[config.mk]
export PLATFORM = sky130hd
export DESIGN_NAME = board_scan
export DESIGN_NICKNAME = d
export VERILOG_FILES = /design/src/rtl/board_pkg.sv /design/src/rtl/board_sq_decode.sv /design/src/rtl/board_scan.sv
export SDC_FILE = /design/constraint.sdc
export NUM_CORES = 1
export LEC_CHECK = 0
export CAP_MARGIN = 20
export CELL_PAD_IN_SITES_DETAIL_PLACEMENT = 0
export CELL_PAD_IN_SITES_GLOBAL_PLACEMENT = 2
export CORE_ASPECT_RATIO = 0.5
export CORE_MARGIN = 1.5
export CORE_UTILIZATION = 33
export CTS_CLUSTER_SIZE = 10
export DETAILED_ROUTE_END_ITERATION = 10
export GPL_ROUTABILITY_DRIVEN = 0
export PLACE_DENSITY = 0.93
export SLEW_MARGIN = 0
export SYNTH_ARGS = -nofsm -noshare
export SYNTH_HDL_FRONTEND = slang
export SYNTH_SLANG_ARGS = --single-unit
[constraint.sdc]
create_clock -name clock -period 4.6 [get_ports clock]
set_input_delay 0.92 -clock clock [delete_from_list [all_inputs] [get_ports clock]]
set_output_delay 0.92 -clock clock [all_outputs]
set_load 0.01 [all_outputs]
[src/rtl/board_pkg.sv]
// Shared constants for the board snapshot scanner: square codes, FSM state
// encodings and field widths.
package board_pkg;

  localparam int NSQ    = 32;
  localparam int IDX_W  = 5;
  localparam int ROW_W  = 3;
  localparam int COL_W  = 3;
  localparam int CODE_W = 3;

  localparam logic [CODE_W-1:0] SQ_EMPTY = 3'd0;
  localparam logic [CODE_W-1:0] SQ_P1    = 3'd1;
  localparam logic [CODE_W-1:0] SQ_P2    = 3'd2;
  localparam logic [CODE_W-1:0] SQ_P1K   = 3'd5;
  localparam logic [CODE_W-1:0] SQ_P2K   = 3'd6;
  localparam logic [CODE_W-1:0] SQ_BAD   = 3'd7;

  localparam logic [1:0] ST_IDLE = 2'd0;
  localparam logic [1:0] ST_SCAN = 2'd1;
  localparam logic [1:0] ST_DONE = 2'd2;

endpackage

[src/rtl/board_sq_decode.sv]
// Combinational decode of one dark square: plane bits + square index give
// the piece code, board row/column and a conflict flag.
module board_sq_decode
  import board_pkg::*;
#(
  parameter bit EVEN_ROW_COL_OFS = 1'b1
) (
  input  logic              i_p1,
  input  logic              i_p2,
  input  logic              i_king,
  input  logic [IDX_W-1:0]  i_index,
  output logic [CODE_W-1:0] o_code,
  output logic [ROW_W-1:0]  o_row,
  output logic [COL_W-1:0]  o_col,
  output logic              o_conflict
);

  logic w_ofs;

  // Dark squares alternate between odd and even columns on successive rows.
  assign o_row = i_index[4:2];
  assign w_ofs = o_row[0] ? ~EVEN_ROW_COL_OFS : EVEN_ROW_COL_OFS;
  assign o_col = {i_index[1:0], 1'b0} + {2'b00, w_ofs};

  // Piece code; a king flag with no owner is as inconsistent as two owners.
  always_comb begin
    o_code     = SQ_EMPTY;
    o_conflict = 1'b0;
    if (i_p1 && i_p2) begin
      o_code     = SQ_BAD;
      o_conflict = 1'b1;
    end else if (i_p1) begin
      o_code = i_king ? SQ_P1K : SQ_P1;
    end else if (i_p2) begin
      o_code = i_king ? SQ_P2K : SQ_P2;
    end else if (i_king) begin
      o_code     = SQ_BAD;
      o_conflict = 1'b1;
    end
  end

endmodule

[src/rtl/board_scan.sv]
// Board snapshot scanner: latches three 32-bit planes on a load handshake,
// streams one record per dark square, tallies pieces and flags conflicts.
// Optional build macro BOARD_SCAN_SKIP_EMPTY_EN: present only non-empty
// squares, jumping the index with a priority encoder over the unvisited
// occupancy mask.
//
// state | meaning
// IDLE  | waiting for a snapshot, ld_ready high
// SCAN  | presenting square records to the consumer
// DONE  | one cycle: pulse done, publish counts and conflict flag
module board_scan
  import board_pkg::*;
#(
  parameter bit EVEN_ROW_COL_OFS = 1'b1
) (
  input  logic              clock,
  input  logic              reset_n,
  input  logic              ld_valid,
  output logic              ld_ready,
  input  logic [NSQ-1:0]    p1_bits,
  input  logic [NSQ-1:0]    p2_bits,
  input  logic [NSQ-1:0]    king_bits,
  input  logic              abort,
  output logic              sq_valid,
  input  logic              sq_ready,
  output logic [IDX_W-1:0]  sq_index,
  output logic [ROW_W-1:0]  sq_row,
  output logic [COL_W-1:0]  sq_col,
  output logic [CODE_W-1:0] sq_code,
  output logic              done,
  output logic [4:0]        p1_count,
  output logic [4:0]        p2_count,
  output logic              bad_board
);

  logic [1:0]        r_state;
  logic [1:0]        w_state_nxt;
  logic [NSQ-1:0]    r_p1;
  logic [NSQ-1:0]    r_p2;
  logic [NSQ-1:0]    r_king;
  logic [IDX_W-1:0]  r_idx;
  logic [4:0]        r_run_p1;
  logic [4:0]        r_run_p2;
  logic              r_run_bad;
  logic [4:0]        r_p1_count;
  logic [4:0]        r_p2_count;
  logic              r_bad;

  logic              w_ld_xfer;
  logic              w_sq_xfer;
  logic              w_last;
  logic              w_avail;
  logic [IDX_W-1:0]  w_idx_nxt;
  logic [IDX_W-1:0]  w_idx_load;
  logic [CODE_W-1:0] w_code;
  logic              w_conflict;

  board_sq_decode #(
    .EVEN_ROW_COL_OFS(EVEN_ROW_COL_OFS)
  ) u_decode (
    .i_p1      (r_p1[r_idx]),
    .i_p2      (r_p2[r_idx]),
    .i_king    (r_king[r_idx]),
    .i_index   (r_idx),
    .o_code    (w_code),
    .o_row     (sq_row),
    .o_col     (sq_col),
    .o_conflict(w_conflict)
  );

`ifdef BOARD_SCAN_SKIP_EMPTY_EN
  logic [NSQ-1:0]   r_pend;
  logic [NSQ-1:0]   w_occ_in;
  logic [NSQ-1:0]   w_next_pend;
  logic [NSQ-1:0]   w_enc_src;
  logic [IDX_W-1:0] w_enc_idx;

  assign w_occ_in    = p1_bits | p2_bits | king_bits;
  assign w_next_pend = r_pend & ~(32'd1 << r_idx);
  assign w_enc_src   = (r_state == ST_IDLE) ? w_occ_in : w_next_pend;

  // Lowest set bit of the remaining occupancy, shared by load and advance.
  always_comb begin
    w_enc_idx = '0;
    for (int i = NSQ - 1; i >= 0; i--) begin
      if (w_enc_src[i]) w_enc_idx = IDX_W'(i);
    end
  end

  assign w_avail    = |r_pend;
  assign w_last     = ~|w_next_pend;
  assign w_idx_nxt  = w_enc_idx;
  assign w_idx_load = w_enc_idx;
`else
  assign w_avail    = 1'b1;
  assign w_last     = (r_idx == IDX_W'(NSQ - 1));
  assign w_idx_nxt  = r_idx + 5'd1;
  assign w_idx_load = '0;
`endif

  assign ld_ready  = (r_state == ST_IDLE);
  assign sq_valid  = (r_state == ST_SCAN) && w_avail;
  assign w_ld_xfer = ld_valid && ld_ready;
  assign w_sq_xfer = sq_valid && sq_ready;
  assign sq_index  = r_idx;
  assign sq_code   = w_code;
  assign done      = (r_state == ST_DONE) && !abort;
  assign p1_count  = r_p1_count;
  assign p2_count  = r_p2_count;
  assign bad_board = r_bad;

  // Next-state logic; abort beats a coincident transfer.
  always_comb begin
    w_state_nxt = r_state;
    case (r_state)
      ST_IDLE: if (w_ld_xfer) w_state_nxt = ST_SCAN;
      ST_SCAN: begin
        if (abort)                      w_state_nxt = ST_IDLE;
        else if (!w_avail)              w_state_nxt = ST_DONE;
        else if (w_sq_xfer && w_last)   w_state_nxt = ST_DONE;
      end
      ST_DONE: w_state_nxt = ST_IDLE;
      default: w_state_nxt = ST_IDLE;
    endcase
  end

  // State register.
  always_ff @(posedge clock or negedge reset_n) begin
    if (!reset_n) r_state <= ST_IDLE;
    else          r_state <= w_state_nxt;
  end

  // Snapshot latch, index advance and running tallies.
  always_ff @(posedge clock or negedge reset_n) begin
    if (!reset_n) begin
      r_p1      <= '0;
      r_p2      <= '0;
      r_king    <= '0;
      r_idx     <= '0;
      r_run_p1  <= '0;
      r_run_p2  <= '0;
      r_run_bad <= 1'b0;
`ifdef BOARD_SCAN_SKIP_EMPTY_EN
      r_pend    <= '0;
`endif
    end else if (w_ld_xfer) begin
      r_p1      <= p1_bits;
      r_p2      <= p2_bits;
      r_king    <= king_bits;
      r_idx     <= w_idx_load;
      r_run_p1  <= '0;
      r_run_p2  <= '0;
      r_run_bad <= 1'b0;
`ifdef BOARD_SCAN_SKIP_EMPTY_EN
      r_pend    <= w_occ_in;
`endif
    end else if (w_sq_xfer && !abort) begin
      r_idx <= w_idx_nxt;
      if ((w_code == SQ_P1 || w_code == SQ_P1K) && r_run_p1 != 5'd31)
        r_run_p1 <= r_run_p1 + 5'd1;
      if ((w_code == SQ_P2 || w_code == SQ_P2K) && r_run_p2 != 5'd31)
        r_run_p2 <= r_run_p2 + 5'd1;
      if (w_conflict) r_run_bad <= 1'b1;
`ifdef BOARD_SCAN_SKIP_EMPTY_EN
      r_pend <= w_next_pend;
`endif
    end
  end

  // Published results change only when a scan completes without abort.
  always_ff @(posedge clock or negedge reset_n) begin
    if (!reset_n) begin
      r_p1_count <= '0;
      r_p2_count <= '0;
      r_bad      <= 1'b0;
    end else if (done) begin
      r_p1_count <= r_run_p1;
      r_p2_count <= r_run_p2;
      r_bad      <= r_run_bad;
    end
  end

endmodule

==> key figures <==
Synthesis
  – Post-synth EDFFs: 0
  – Syn Std Cell Area: slightly below 6000 um^2
  – Syn_area_per_cell: 9.61 um^2
  – Top-area cell type share of the netlist area: between 50 and 60%
  – Area contributors post-synth: dfrtp_1 53%, nand2_1 20%, mux4_2 5.7%
  – Top_reg_cell synth: dfrtp_1
  – Post-synthesis cell count: roughly 600
  – Syn nets: a little over 700
  – Sequential element share of the synthesized area: a little over half
  – Yosys cell types: 50
  – Yosys warning total: 0
  – Area leader, netlist: dfrtp_1
  – Async SR Flop Fraction: 100%
  – FF+latch count, synth: ~130

STA
  – Fin Clk Skew: about 8 ps
  – Final TNS setup: 0 ps
  – Max Clock Freq: 239 MHz
  – Relative slew slack: 32.4%
  – Hold_ws: 470 ps
  – Fin. Hold Viols: 0
  – Final Cycle Share: ~91%
  – Setup violators final: 0
  – Slew Viols, Final: 0
  – RSZ-0062 raised after global routing: no
  – Final min period: roughly 4200 ps
  – Tightest Pin Transition: slightly above 1000 ps

Floorplanning
  – IO Pins: approximately 130
  – Die Ht: just under 100 um
  – Initial core utilization: 33.8%
  – Core area: about 17000 um^2
  – Die Span X: 192 um
  – Die area: approximately 19000 um^2
  – # rows: 34

Min path
  – Worst hold start: r_p2[10]
  – HP Class: flip-flop to flip-flop
  – Hold path depth: 2

Finish
  – N_diodes: 0
  – Area grow syn2layout: 35.4%
  – Most frequent cells in the layout: 306 x nand2_1, 127 x clkdlybuf4s50_1, 124 x dfrtp_1
  – Multi-input gate area: approximately 2500 um^2
  – Fill cell count: approximately 1600
  – Most common cell after layout, fill and taps aside: nand2_1
  – Fin nets: around 840
  – Share of post-route cells with drive strength above 1: a little over a tenth
  – Reg area: roughly 3100 um^2
  – Post-route cell area: between 7000 and 8000 um^2

Routing
  – Pre-antenna DRT Iters: 4
  – Post-route ant nets: 0
  – DRC viols: 0
  – Via count: ~4500
  – Final wirelength: about 15 mm
  – Vias per cell: between 4 and 5
  – Wirelength per Cell: 15.3 um
  – Drt initial violations: approximately 230

Power
  – Total Power: around 3.6 mW
  – Power Dens Cells: approximately 450 nW/um^2
  – Leakage Power: ~3.8 nW
  – Max VDD drop: slightly above 0.3 mV

GRT
  – Overall Global Routing Usage: around 17%
  – GRT overflow: 0
  – Vias in the first global route: around 4700
  – Pin count of the biggest net entering global routing: between 100 and 150
  – First-pass GRT wire length: 24.9 mm
  – Initial antenna violation count: 0

Clock tree
  – Deepest clock path buffer count: 2
  – Worst-path clk slew: approximately 50 ps
  – Post-CTS Hold Buffers: 0
  – Post-cts sizing count: 0
  – CTS Buf Count: 17
  – Htree depth: 4
  – Clock Tree Root: clkbuf_16
  – Clock Latency Late Sink: approximately 410 ps
  – TritonCTS clock tree: yes
  – CTS sink cnt: around 130
  – Setup Buffers After CTS: 0

Worst setup path
  – Max FO, Critical Path: 20
  – CP Launch Type: flip-flop
  – CP cell instances: nand3_1 -> o221ai_1 -> a211oi_4 -> nor2_2 -> nand3_1 -> nand2_1 -> clkdlybuf4s50_1
  – Crit path largest cell delay: 850 ps
  – Worst setup EP type: output port
  – CP most frequent cell: nand3_1
  – Reg2reg path depth: 8
  – WP data arrival: ~3300 ps
  – Crit. path cell count: 7
  – RR Startpoint: sq_index[0]
  – Critical path's slowest cell: dfrtp_1
  – WP buf/inv: 1
  – R2R Setup Slk: about 1500 ps
  – Critical Path RT: ~3700 ps
  – Worst setup path startpoint: sq_index[1]
  – Cell family with most CP delay: simple AND/OR/NAND/NOR gates
  – WS Path Type: flip-flop to output port

Job
  – Max-cap viol count: 0

Placement
  – PortBufs: approximately 130
  – Post-DP HPWL: ~11 mm
  – Cell Area, Placed: around 7300 um^2

Status
  – Status: finished, final reports clean
## flip-flops by register name, summed over array words and instances, names as in the netlist
register / cells
sq_index: 5
p1_count: 5
r_p1: 32
p2_count: 5
r_king: 32
r_run_bad: 1
r_run_p1: 5
r_state: 2
r_p2: 32
r_run_p2: 5
bad_board: 1
## final timing paths
kind / end
max: sq_code[2]
min: r_p2[10]
max reg2reg: r_run_p2[4]
min reg2reg: r_p2[10]
max in group asynchronous: r_state[0]
min in group asynchronous: r_p1[12]
## tightest hold or removal path, stage by stage (launching register included)
cell     delay, ps
dfrtp_1        330
nand2_1         50
nand2_1         60
## power breakdown
group	internal, mW	leakage (nW)	total [mW]	switching, mW
logic	0.379	1.95	0.736	0.357
clock network	0.945	0.304	1.41	0.460
registers	1.29	1.58	1.44	0.146
## synth_stat cells (all sizes together), types with 4 or more instances
cell type,number
dfrtp,125
buf,14
inv,4
clkbuf,26
mux2,13
ha,6
a21oi,5
nor2,14
o221ai,4
nand2,307
and3,4
o21ai,4
mux2i,16
mux4,19
nand3,6
## cell families (layout without fill, tap and decap cells)
group | after synthesis | count (layout) | share of synthesized area, %
adder cells (fa/ha/maj) | 6 | 6 | 1.27
XOR/XNOR | 3 | 3 | 0.446
AO/OA/AOI/OAI | 32 | 32 | 4.40
buffers and inverters | 45 | 173 | 3.82
flip-flops | 125 | 125 | 53.1
AND/OR/NAND/NOR | 354 | 354 | 24.2
multiplexers | 48 | 48 | 12.8
## per-layer routing
layer / track usage (%) / up-vias / share of wire, % / wire [um]
li1: - / 2241 / - / -
met1: 24.7 / 2176 / 48 / 7210
met2: 26.3 / 87 / 47 / 6990
met3: 4.12 / 8 / 4.1 / 617
met4: 4.75 / 0 / 0.72 / 107
met5: 0 / - / 0 / 0
## final cells by class
cell class,count,share of cell area [%]
Clock buffer,24,6.04
Timing Repair Buffer,137,17.2
Inverter,5,0.235
Clock inverter,7,1.69
Tap cell,234,3.67
Sequential cell,125,39.2
Multi-Input combinational cell,443,32.0
## stage by stage
stage          instances  setup WS [ps]  util, %
6_report             975            420     45.8
5_1_grt              975            144     45.8
4_1_cts              974            402     45.7
3_5_place_dp         943            847     42.1
3_3_place_gp         943            875     42.1
2_1_floorplan        613           1430        -
(Power assumes the default switching activity.)
